### config.mk
export PLATFORM = sky130hd
export DESIGN_NAME = lane_center_tracker
export DESIGN_NICKNAME = d
export VERILOG_FILES = /design/src/rtl/lane_pkg.sv /design/src/rtl/lane_peak_collector.sv /design/src/rtl/lane_center_tracker.sv
export SDC_FILE = /design/constraint.sdc
export NUM_CORES = 1
export LEC_CHECK = 0
export ABC_AREA = 1
export BUFFER_PORTS_ARGS = -buffer_cell sky130_fd_sc_hd__buf_4
export CORE_UTILIZATION = 50
export CTS_BUF_LIST = sky130_fd_sc_hd__clkbuf_8
export CTS_CLUSTER_SIZE = 40
export DETAILED_ROUTE_END_ITERATION = 12
export PLACE_DENSITY = 0.69
export SETUP_SLACK_MARGIN = 0.1
export SYNTH_ARGS = -nofsm -noshare
export SYNTH_HDL_FRONTEND = slang
export SYNTH_HIERARCHICAL = 1
export SYNTH_SLANG_ARGS = --single-unit
### constraint.sdc
create_clock -name clk -period 4.2 [get_ports clk]
set_input_delay 0.21 -clock clk [delete_from_list [all_inputs] [get_ports clk]]
set_output_delay 0.21 -clock clk [all_outputs]
set_load 0.02 [all_outputs]
### src/rtl/lane_pkg.sv
`default_nettype none
// ============================================================================
// Module      : lane_pkg
// Description : Shared state/status encodings and the default lane centre.
// Revision    : 1.0 - initial release
// ============================================================================
package lane_pkg;

    typedef enum logic [1:0] {
        STATUS_LOCKED = 2'd0,
        STATUS_HOLD   = 2'd1,
        STATUS_LOST   = 2'd2
    } lane_status_t;

    typedef enum logic [2:0] {
        S_IDLE    = 3'd0,
        S_RECEIVE = 3'd1,
        S_SELECT  = 3'd2,
        S_CALC    = 3'd3,
        S_OUTPUT  = 3'd4
    } lane_state_t;

    // Middle of the gradient position range 0..ROW_LEN-3
    function automatic int center_default(input int row_len);
        return (row_len - 2) / 2;
    endfunction

endpackage
`default_nettype wire

### src/rtl/lane_peak_collector.sv
`default_nettype none
// ============================================================================
// Module      : lane_peak_collector
// Description : Streams a pixel row, forms i/i-2 gradients and records edge peaks.
// Revision    : 1.0 - initial release
// ============================================================================
module lane_peak_collector
    import lane_pkg::*;
#(
    parameter int PIX_W     = 8,
    parameter int ROW_LEN   = 32,
    parameter int MAX_PEAKS = 4,
    parameter int THRESHOLD = 100,
    parameter int MIN_GAP   = 4
) (
    input  logic                                      clk,
    input  logic                                      rst_n,
    input  logic                                      clear,
    input  logic                                      beat,
    input  logic [PIX_W-1:0]                          pix,
    output logic                                      last_beat,
    output logic [MAX_PEAKS-1:0][$clog2(ROW_LEN)-1:0] peak_pos,
    output logic [MAX_PEAKS-1:0][PIX_W-1:0]           peak_val,
    output logic [$clog2(MAX_PEAKS+1)-1:0]            peak_cnt
);

    localparam int POS_W = $clog2(ROW_LEN);
    localparam int CNT_W = $clog2(MAX_PEAKS + 1);

    logic [POS_W-1:0]                  r_idx;
    logic [PIX_W-1:0]                  r_pix1;
    logic [PIX_W-1:0]                  r_pix2;
    logic [MAX_PEAKS-1:0][POS_W-1:0]   r_pos;
    logic [MAX_PEAKS-1:0][PIX_W-1:0]   r_val;
    logic [CNT_W-1:0]                  r_cnt;

    logic [PIX_W:0]   w_grad;
    logic [PIX_W:0]   w_neg;
    logic [PIX_W-1:0] w_mag;
    logic [POS_W-1:0] w_k;
    logic [POS_W-1:0] w_last_pos;
    logic [PIX_W-1:0] w_last_val;
    logic [POS_W-1:0] w_gap;
    logic             w_far;
    logic             w_cand;
    logic             w_push;
    logic             w_over;

    assign w_grad    = {1'b0, pix} - {1'b0, r_pix2};
    assign w_neg     = -w_grad;
    assign w_mag     = w_grad[PIX_W] ? w_neg[PIX_W-1:0] : w_grad[PIX_W-1:0];
    assign w_k       = r_idx - POS_W'(2);
    assign last_beat = beat && (r_idx == POS_W'(ROW_LEN - 1));

    always_comb begin
        w_last_pos = '0;
        w_last_val = '0;
        for (int j = 0; j < MAX_PEAKS; j++) begin
            if (CNT_W'(j + 1) == r_cnt) begin
                w_last_pos = r_pos[j];
                w_last_val = r_val[j];
            end
        end
    end

    // Positions only grow within a row, so the unsigned gap never wraps
    assign w_gap  = w_k - w_last_pos;
    assign w_far  = (w_gap >= POS_W'(MIN_GAP));
    assign w_cand = beat && (r_idx >= POS_W'(2)) && (w_mag > PIX_W'(THRESHOLD));
    assign w_push = w_cand && ((r_cnt == '0) || (w_far && (r_cnt < CNT_W'(MAX_PEAKS))));
    assign w_over = w_cand && (r_cnt != '0) && !w_far && (w_mag > w_last_val);

    always_ff @(posedge clk or negedge rst_n) begin
        if (!rst_n) begin
            r_idx  <= '0;
            r_pix1 <= '0;
            r_pix2 <= '0;
            r_pos  <= '0;
            r_val  <= '0;
            r_cnt  <= '0;
        end else if (clear) begin
            r_idx  <= '0;
            r_pix1 <= '0;
            r_pix2 <= '0;
            r_pos  <= '0;
            r_val  <= '0;
            r_cnt  <= '0;
        end else if (beat) begin
            r_idx  <= r_idx + POS_W'(1);
            r_pix2 <= r_pix1;
            r_pix1 <= pix;
            if (w_push) begin
                for (int j = 0; j < MAX_PEAKS; j++) begin
                    if (CNT_W'(j) == r_cnt) begin
                        r_pos[j] <= w_k;
                        r_val[j] <= w_mag;
                    end
                end
                r_cnt <= r_cnt + CNT_W'(1);
            end else if (w_over) begin
                for (int j = 0; j < MAX_PEAKS; j++) begin
                    if (CNT_W'(j + 1) == r_cnt) begin
                        r_pos[j] <= w_k;
                        r_val[j] <= w_mag;
                    end
                end
            end
        end
    end

    assign peak_pos = r_pos;
    assign peak_val = r_val;
    assign peak_cnt = r_cnt;

endmodule
`default_nettype wire

### src/rtl/lane_center_tracker.sv
`default_nettype none
// ============================================================================
// Module      : lane_center_tracker
// Description : Picks the edge pair closest to the previous lane centre per row.
// Revision    : 1.0 - initial release
// ============================================================================
module lane_center_tracker
    import lane_pkg::*;
#(
    parameter int PIX_W       = 8,
    parameter int ROW_LEN     = 32,
    parameter int MAX_PEAKS   = 4,
    parameter int THRESHOLD   = 100,
    parameter int MIN_GAP     = 4,
    parameter int HOLD_FRAMES = 3
) (
    input  logic                       clk,
    input  logic                       rst_n,
    input  logic                       start,
    input  logic                       smooth_en,
    input  logic [PIX_W-1:0]           in_data,
    input  logic                       in_valid,
    output logic                       in_ready,
    output logic [$clog2(ROW_LEN)-1:0] center,
    output logic [PIX_W-1:0]           confidence,
    output logic [1:0]                 status,
    output logic                       out_valid,
    input  logic                       out_ready
);

    localparam int POS_W  = $clog2(ROW_LEN);
    localparam int CNT_W  = $clog2(MAX_PEAKS + 1);
    localparam int SLOT_W = (MAX_PEAKS > 2) ? $clog2(MAX_PEAKS) : 1;
    localparam int LOST_W = $clog2(HOLD_FRAMES + 2);

    localparam logic [POS_W-1:0]  c_center_default = POS_W'(center_default(ROW_LEN));
    localparam logic [SLOT_W-1:0] c_last_p1        = SLOT_W'(MAX_PEAKS - 2);
    localparam logic [SLOT_W-1:0] c_last_slot      = SLOT_W'(MAX_PEAKS - 1);

    lane_state_t r_state;
    lane_state_t w_state_next;

    logic                            w_beat;
    logic                            w_clear;
    logic                            w_last_beat;
    logic [MAX_PEAKS-1:0][POS_W-1:0] w_peak_pos;
    logic [MAX_PEAKS-1:0][PIX_W-1:0] w_peak_val;
    logic [CNT_W-1:0]                w_peak_cnt;

    logic [SLOT_W-1:0] r_p1;
    logic [SLOT_W-1:0] r_p2;
    logic              r_found;
    logic [POS_W-1:0]  r_best_c;
    logic [POS_W-1:0]  r_best_diff;
    logic [PIX_W-1:0]  r_best_conf;
    logic [POS_W-1:0]  r_last_center;
    logic [LOST_W-1:0] r_lost_cnt;
    logic [POS_W-1:0]  r_center;
    logic [PIX_W-1:0]  r_conf;
    lane_status_t      r_status;

    assign in_ready  = (r_state == S_RECEIVE);
    assign out_valid = (r_state == S_OUTPUT);
    assign w_beat    = in_valid && in_ready;
    assign w_clear   = (r_state == S_IDLE) && start;

    lane_peak_collector #(
        .PIX_W     (PIX_W),
        .ROW_LEN   (ROW_LEN),
        .MAX_PEAKS (MAX_PEAKS),
        .THRESHOLD (THRESHOLD),
        .MIN_GAP   (MIN_GAP)
    ) u_collector (
        .clk       (clk),
        .rst_n     (rst_n),
        .clear     (w_clear),
        .beat      (w_beat),
        .pix       (in_data),
        .last_beat (w_last_beat),
        .peak_pos  (w_peak_pos),
        .peak_val  (w_peak_val),
        .peak_cnt  (w_peak_cnt)
    );

    // Current pair under evaluation
    logic [POS_W-1:0] w_pos1, w_pos2;
    logic [PIX_W-1:0] w_val1, w_val2;
    logic             w_pair_ok;
    logic [POS_W:0]   w_pos_sum;
    logic [POS_W-1:0] w_pair_c;
    logic [POS_W-1:0] w_pair_diff;
    logic [PIX_W:0]   w_val_sum;
    logic             w_take;
    logic             w_last_pair;
    logic [POS_W:0]   w_smooth_sum;
    logic [POS_W-1:0] w_meas_out;

    assign w_pos1      = w_peak_pos[r_p1];
    assign w_pos2      = w_peak_pos[r_p2];
    assign w_val1      = w_peak_val[r_p1];
    assign w_val2      = w_peak_val[r_p2];
    assign w_pair_ok   = (CNT_W'(r_p2) < w_peak_cnt);
    assign w_pos_sum   = {1'b0, w_pos1} + {1'b0, w_pos2};
    assign w_pair_c    = w_pos_sum[POS_W:1];
    assign w_pair_diff = (w_pair_c >= r_last_center) ? (w_pair_c - r_last_center)
                                                     : (r_last_center - w_pair_c);
    assign w_val_sum   = {1'b0, w_val1} + {1'b0, w_val2};
    assign w_take      = w_pair_ok && (!r_found || (w_pair_diff < r_best_diff));
    assign w_last_pair = (r_p1 == c_last_p1);

    assign w_smooth_sum = {1'b0, r_last_center} + {1'b0, r_best_c} + (POS_W+1)'(1);
    assign w_meas_out   = smooth_en ? w_smooth_sum[POS_W:1] : r_best_c;

    always_ff @(posedge clk or negedge rst_n) begin
        if (!rst_n) begin
            r_state <= S_IDLE;
        end else begin
            r_state <= w_state_next;
        end
    end

    always_comb begin
        w_state_next = r_state;
        case (r_state)
            S_IDLE:    if (start)       w_state_next = S_RECEIVE;
            S_RECEIVE: if (w_last_beat) w_state_next = S_SELECT;
            S_SELECT:  if (w_last_pair) w_state_next = S_CALC;
            S_CALC:                     w_state_next = S_OUTPUT;
            S_OUTPUT:  if (out_ready)   w_state_next = S_IDLE;
            default:                    w_state_next = S_IDLE;
        endcase
    end

    always_ff @(posedge clk or negedge rst_n) begin
        if (!rst_n) begin
            r_p1          <= '0;
            r_p2          <= SLOT_W'(1);
            r_found       <= 1'b0;
            r_best_c      <= '0;
            r_best_diff   <= '0;
            r_best_conf   <= '0;
            r_last_center <= c_center_default;
            r_lost_cnt    <= '0;
            r_center      <= '0;
            r_conf        <= '0;
            r_status      <= STATUS_LOST;
        end else begin
            case (r_state)
                S_RECEIVE: begin
                    r_p1    <= '0;
                    r_p2    <= SLOT_W'(1);
                    r_found <= 1'b0;
                end
                S_SELECT: begin
                    if (w_take) begin
                        r_found     <= 1'b1;
                        r_best_c    <= w_pair_c;
                        r_best_diff <= w_pair_diff;
                        r_best_conf <= w_val_sum[PIX_W:1];
                    end
                    // Walk (p1,p2) in lexicographic order, p1 < p2
                    if (r_p2 == c_last_slot) begin
                        r_p1 <= r_p1 + SLOT_W'(1);
                        r_p2 <= r_p1 + SLOT_W'(2);
                    end else begin
                        r_p2 <= r_p2 + SLOT_W'(1);
                    end
                end
                S_CALC: begin
                    if (r_found) begin
                        r_center      <= w_meas_out;
                        r_last_center <= w_meas_out;
                        r_conf        <= r_best_conf;
                        r_status      <= STATUS_LOCKED;
                        r_lost_cnt    <= '0;
                    end else if (r_lost_cnt < LOST_W'(HOLD_FRAMES)) begin
                        r_center   <= r_last_center;
                        r_conf     <= '0;
                        r_status   <= STATUS_HOLD;
                        r_lost_cnt <= r_lost_cnt + LOST_W'(1);
                    end else begin
                        r_center      <= c_center_default;
                        r_last_center <= c_center_default;
                        r_conf        <= '0;
                        r_status      <= STATUS_LOST;
                    end
                end
                default: ;
            endcase
        end
    end

    assign center     = r_center;
    assign confidence = r_conf;
    assign status     = r_status;

endmodule
`default_nettype wire
# After elaboration in Yosys (flattened, before gate mapping)

Cells that the tools add are included.

Add/subtract/negate cells: 16
Magnitude comparators: 11
Equal/unequal tests: 21
Multiplexer cells: 64
Reduce and logical (&&, ||, !) cells: 37

Operator list:

| cell                 | number |
|---|---|
| $mux W8              | 17 |
| $mux W32             | 4 |
| $mux W5              | 17 |
| $mux W20             | 4 |
| $bmux W8 S2          | 2 |
| $mux W3              | 9 |
| $bmux W5 S2          | 2 |
| $reduce_and A4 Y1    | 5 |
| $reduce_bool A3 Y1   | 6 |
| $pmux W3 S5          | 1 |
| $sub A5 B5 Y5        | 3 |
| $add A5 B5 Y6        | 2 |
| $ne A3 B2 Y1 const B | 4 |
| $logic_and A1 B1 Y1  | 11 |
| $reduce_and A2 Y1    | 5 |
| $add A8 B8 Y9        | 1 |
| $sub A8 B8 Y9        | 1 |
| $gt A8 B7 Y1 const B | 1 |
| $gt A8 B8 Y1         | 1 |
| $mux W2              | 4 |
| $ne A2 B2 Y1 const B | 4 |
| $neg A8 Y8           | 1 |
| $pmux W2 S2          | 2 |
| $reduce_bool A2 Y1   | 4 |
| other kinds (28)     | 38 |

Flip-flop bits (word level): 125
Input bits: 14

# Depth between registers and ports, before layout

Word-level depth: 14
Gate-level depth with buffers: 35
Mapped depth without buffers: 30

# Hierarchy

Netlist, hierarchy kept.

By module, submodules not included:

| module              | times used | cells each | area each (µm²) |
|---|---|---|---|
| lane_peak_collector | 1          | 639        | 5041.1 |
| lane_center_tracker | 1          | 565        | 3940.0 |

# Worst setup path before layout

OpenSTA, ideal clock, no wires.

Path kind: flip-flop to flip-flop
Start point: register r_p2[0]
End point: register r_best_c[1]
Library setup time: 0.123 ns
Arrival time: 4.047 ns
Required time: 4.077 ns
Slack: 0.031 ns
Cell stages (with the launch flop): 31
Cells stage by stage: dfstp_2 > buf_4 > inv_2 > buf_6 > clkbuf_1 > o21ai_0 > o22ai_1 > ha_1 > a21oi_1 > nor2_1 > a211oi_1 > nand2_1 > ha_1 > a21oi_1 > a21boi_0 > nand2_2 > inv_2 > nand2_1 > nand2_1 > inv_1 > ha_1 > nand2_1 > inv_1 > nand4_1 > o211ai_1 > nand2_1 > nand2_1 > buf_6 > buf_6 > nand2_1 > o21ai_1

Longest elaborated chain between the ends: 9

Ends and longest elaborated chain:

| item                                  | line                       | text |
|---|---|---|
| start, declared                       | lane_center_tracker.sv:51  | `logic [SLOT_W-1:0] r_p2;` |
| start signal, assigned                | lane_center_tracker.sv:164 | `r_p2 <= r_p1 + SLOT_W'(2);` |
| start signal, assigned                | lane_center_tracker.sv:166 | `r_p2 <= r_p2 + SLOT_W'(1);` |
| $bmux W5 S2 *                         | lane_center_tracker.sv:99  | `assign w_pos2 = w_peak_pos[r_p2];` |
| $mux W5 (not written as such) *       | lane_center_tracker.sv:99  |  |
| $add A5 B5 Y6 *                       | lane_center_tracker.sv:103 | `assign w_pos_sum = {1'b0, w_pos1} + {1'b0, w_pos2};` |
| via w_pos_sum[5]                      | lane_center_tracker.sv:89  | `logic [POS_W:0] w_pos_sum;` |
| $sub A5 B5 Y5 (tied with other cells) | lane_center_tracker.sv:106 | `: (r_last_center - w_pair_c);` |
| $mux W5 *                             | lane_center_tracker.sv:105 | `assign w_pair_diff = (w_pair_c >= r_last_center) ? (w_pair_c - r_last_center)` |
| via w_pair_diff[4]                    | lane_center_tracker.sv:91  | `logic [POS_W-1:0] w_pair_diff;` |
| $lt A5 B5 Y1 *                        | lane_center_tracker.sv:108 | `assign w_take = w_pair_ok && (!r_found \|\| (w_pair_diff < r_best_diff));` |
| $logic_or A1 B1 Y1 *                  | lane_center_tracker.sv:108 |  |
| $logic_and A1 B1 Y1 *                 | lane_center_tracker.sv:108 |  |
| $reduce_and A2 Y1 (no source line) *  | n/a                        |  |
| end signal, assigned                  | lane_center_tracker.sv:157 | `r_best_c <= w_pair_c;` |
| end, declared                         | lane_center_tracker.sv:53  | `logic [POS_W-1:0] r_best_c;` |

The timed path passes the listed nets; every way through them passes the cells marked *. The select of a mux whose other input is x is not followed.
A chain may end at the register's enable or synchronous reset.

# Worst setup path in the final report

Start point: register r_p2[0]
End point: register r_best_diff[2]

Longest elaborated chain between the ends: 9

Ends and longest elaborated chain:

| item                               | line                       | text |
|---|---|---|
| $bmux W5 S2 *                      | lane_center_tracker.sv:99  |  |
| $mux W5 (not written as such) *    | lane_center_tracker.sv:99  |  |
| $add A5 B5 Y6 *                    | lane_center_tracker.sv:103 |  |
| via w_pos_sum[4]                   | lane_center_tracker.sv:89  |  |
| $ge A5 B5 Y1 *                     | lane_center_tracker.sv:105 |  |
| $mux W5 *                          | lane_center_tracker.sv:105 |  |
| via w_pair_diff[2]                 | lane_center_tracker.sv:91  |  |
| $lt A5 B5 Y1                       | lane_center_tracker.sv:108 |  |
| $logic_or A1 B1 Y1                 | lane_center_tracker.sv:108 |  |
| $logic_and A1 B1 Y1                | lane_center_tracker.sv:108 |  |
| $reduce_and A2 Y1 (no source line) | n/a                        |  |
| end signal, assigned               | lane_center_tracker.sv:158 | `r_best_diff <= w_pair_diff;` |
| end, declared                      | lane_center_tracker.sv:54  | `logic [POS_W-1:0] r_best_diff;` |

Marks and branches as above.

==> results_dict.tcl <==
set metrics [dict create \
    status "completed" \
    syn2layout_area_growth_pct 18.2 \
    grt_pass1_wl_um 39300 \
    via_per_inst 5.56 \
    rsz0062_at_grt "true" \
    final_hold_viol_count 0 \
    path_class "register to register" \
    start_util 0.516 \
    worstPathArrival_ns 4.51 \
    fin_crit_sh 0.994 \
    fin_ws_ns 0.0235 \
    r2r-start "r_p2[0]" \
    min_period_ns 4.18 \
    maxCapViolations 0 \
    die_area_mm2 0.0185 \
    startpoint "r_p2[0]" \
    syn_area_mm2 0.00898 \
    ys_types 50 \
    slew_headroom 0.457 \
    via_count 8450 \
    cts_made_buffers 17 \
    ys.flop_type "dfrtp_1" \
    yosysWarnings 6 \
    grt_pass1_vias 7856 \
    ys_seq_area_frac 0.346 \
    final_cell_mix "nand2_1, dfrtp_1, inv_1, nor2_1, buf_4" \
    drv_slew 0 \
    clockBufferDepth 2 \
    firstDrtPassIters 5 \
    synth_top_area_frac 0.329 \
    synth_nets 1288 \
    pre_cts_slack_ns 0.0275 \
    yosysTopAreaCell "dfrtp_1" \
    dp_hpwl_um 17300 \
    core_mm2 0.0174 \
    initialDrtViolationCount 837 \
    portBuffers 30 \
    max_freq_ghz 0.239 \
    hold_class "input pin to register" \
    ys_ff_latch 124 \
    synth_area_leaders "dfrtp_1, nand2_1, ha_1" \
    clock_skew_ns 0.0135 \
    synthCells 1204 \
    final_common_cell "nand2_1" \
    postPlaceCellArea_mm2 0.00946 \
    num-nets-final 1365 \
    die_width_um 136 \
    synth_edf_count 0 \
    startpoint_type "register" \
    diodes 0 \
    rows 48 \
    fin_util 0.609 \
    setup_viol 0 \
    clk_root_buffer_cell "clkbuf_8" \
    crit_fanout 8 \
    avgRoutedWirePerCell_um 16.2 \
    ant_nets 0 \
    end_kind "register" \
    stdcell_area_mm2 0.0106 \
    wirelength_um 24600 \
    antenna_found_initial 0 \
    synth_async_sr_flop_share 1.00 \
    drc_errors 0 \
    boundaryPins 31 \
    hp-start "out_ready" \
    htreeDepth 4 \
    overflow 0 \
    clkLatencyLatePin_ns 0.46 \
    grt_use_total 0.270 \
    die_h_um 136 \
    clk_pin_slew_worst_paths_ns 0.08 \
    place_congestion 0.892 \
    cts_tree "built" \
    avgSynthCellArea_um2 7.46 \
    worst_pin_slew_ns 0.815 \
    grt_max_degree 64 \
    clkSinkCount 124 \
    critical_path_required_ns 4.53 \
    layout-drive-gt1-share 0.220 \
]
==> what timing repair did <==
action | CTS | global route
endpoints found under the setup margin | 18 | 71
pin swaps | 0 | 55
hold buffers | 7 | 0
gates cloned | 0 | 8
endpoints found under the hold margin | 62 | 0
buffers inserted | 0 | 29
gates resized for setup | 3 | 87
==> routing by layer <==
layer  vias up  track usage  wire length (µm)
li1       4180            -                 -
met2       292        0.449             11900
met3        39       0.0526              1500
met1      3939        0.353             10600
met4         0       0.0796               592
met5         -            0                 0
==> critical path, cell delays in order, from the launching register on <==
cell,delay (ns)
dfstp_2,0.58
clkinv_4,0.09
o211ai_1,0.19
nand2_1,0.12
nand2_2,0.11
inv_2,0.05
fa_2,0.40
a21oi_2,0.15
o21bai_1,0.09
xor2_1,0.23
ha_2,0.37
nand2_2,0.09
nor2_2,0.04
a21boi_2,0.16
nand2_4,0.09
o21ai_0,0.13
nand2_2,0.13
inv_2,0.08
ha_4,0.19
a21oi_1,0.14
o211ai_1,0.12
nand2_2,0.11
nand2_4,0.10
buf_6,0.18
nand2_2,0.05
o21ai_1,0.06
==> synthesized netlist by cell type (all sizes together) (3+ instances only) <==
master / instances
a21oi: 53
a22o: 5
a22oi: 3
a311oi: 9
a31oi: 3
buf: 31
clkbuf: 22
dfrtp: 118
dfstp: 6
fa: 7
ha: 63
inv: 133
nand2: 346
nand3: 57
nand4: 62
nor2: 114
nor3: 5
o211ai: 8
o21ai: 97
o21bai: 3
o22ai: 30
or2: 6
xnor2: 3
xor2: 10
==> cells by family (layout without fill, tap and decap cells) <==
| family | after synthesis | after routing | share of synthesized area |
|---|---|---|---|
| compound gates | 220 | 220 | 0.141 |
| buf+inv | 187 | 273 | 0.0918 |
| flops | 124 | 124 | 0.346 |
| simple gates | 590 | 594 | 0.304 |
| xor+xnor | 13 | 13 | 0.0135 |
| fa+ha+maj | 70 | 70 | 0.103 |
==> final timing paths <==
path,slack [ns],endpoint,cells past startpoint
setup / recovery,0.02,r_best_diff[2],25
hold / removal,0.04,r_state[2],4
setup reg to reg,0.02,r_best_diff[2],25
hold reg to reg,0.48,confidence[1],2
max in group asynchronous,2.83,u_collector/peak_val[12],3
min in group asynchronous,0.35,center[1],2
==> through the flow <==
stage,hold slack [ns],instances,TNS (ns)
final,0.0418,1519,0
after global routing,0.0578,1519,-3.34
after CTS,0.0174,1482,0
after detailed placement,0.360,1443,0
after global placement,0.349,1443,0
after floorplan,-0.0856,1204,0
==> flip-flops by register name (all words and copies together) (netlist names) <==
name / flops
r_best_c: 5
r_p2: 2
r_best_conf: 8
r_last_center: 5
r_lost_cnt: 3
u_collector/r_pix1: 8
u_collector/r_pix2: 8
confidence: 8
u_collector/r_idx: 5
r_state: 3
r_best_diff: 5
r_found: 1
u_collector/peak_cnt: 3
r_p1: 2
u_collector/peak_val: 32
status: 2
center: 4
u_collector/peak_pos: 20
==> final cells by class <==
class                   instances  area [µm²]
flip-flops and latches        124        3110
clock buffers                  17         234
repair buffers                107         970
inverters                     134         520
well taps                     225         282
multi-input cells             897        5340
fillers                      1568        6800
clock inverters                15         154
Power is not shown: default switching activity piles up to over one toggle a cycle in this logic, so the estimate is an artifact.
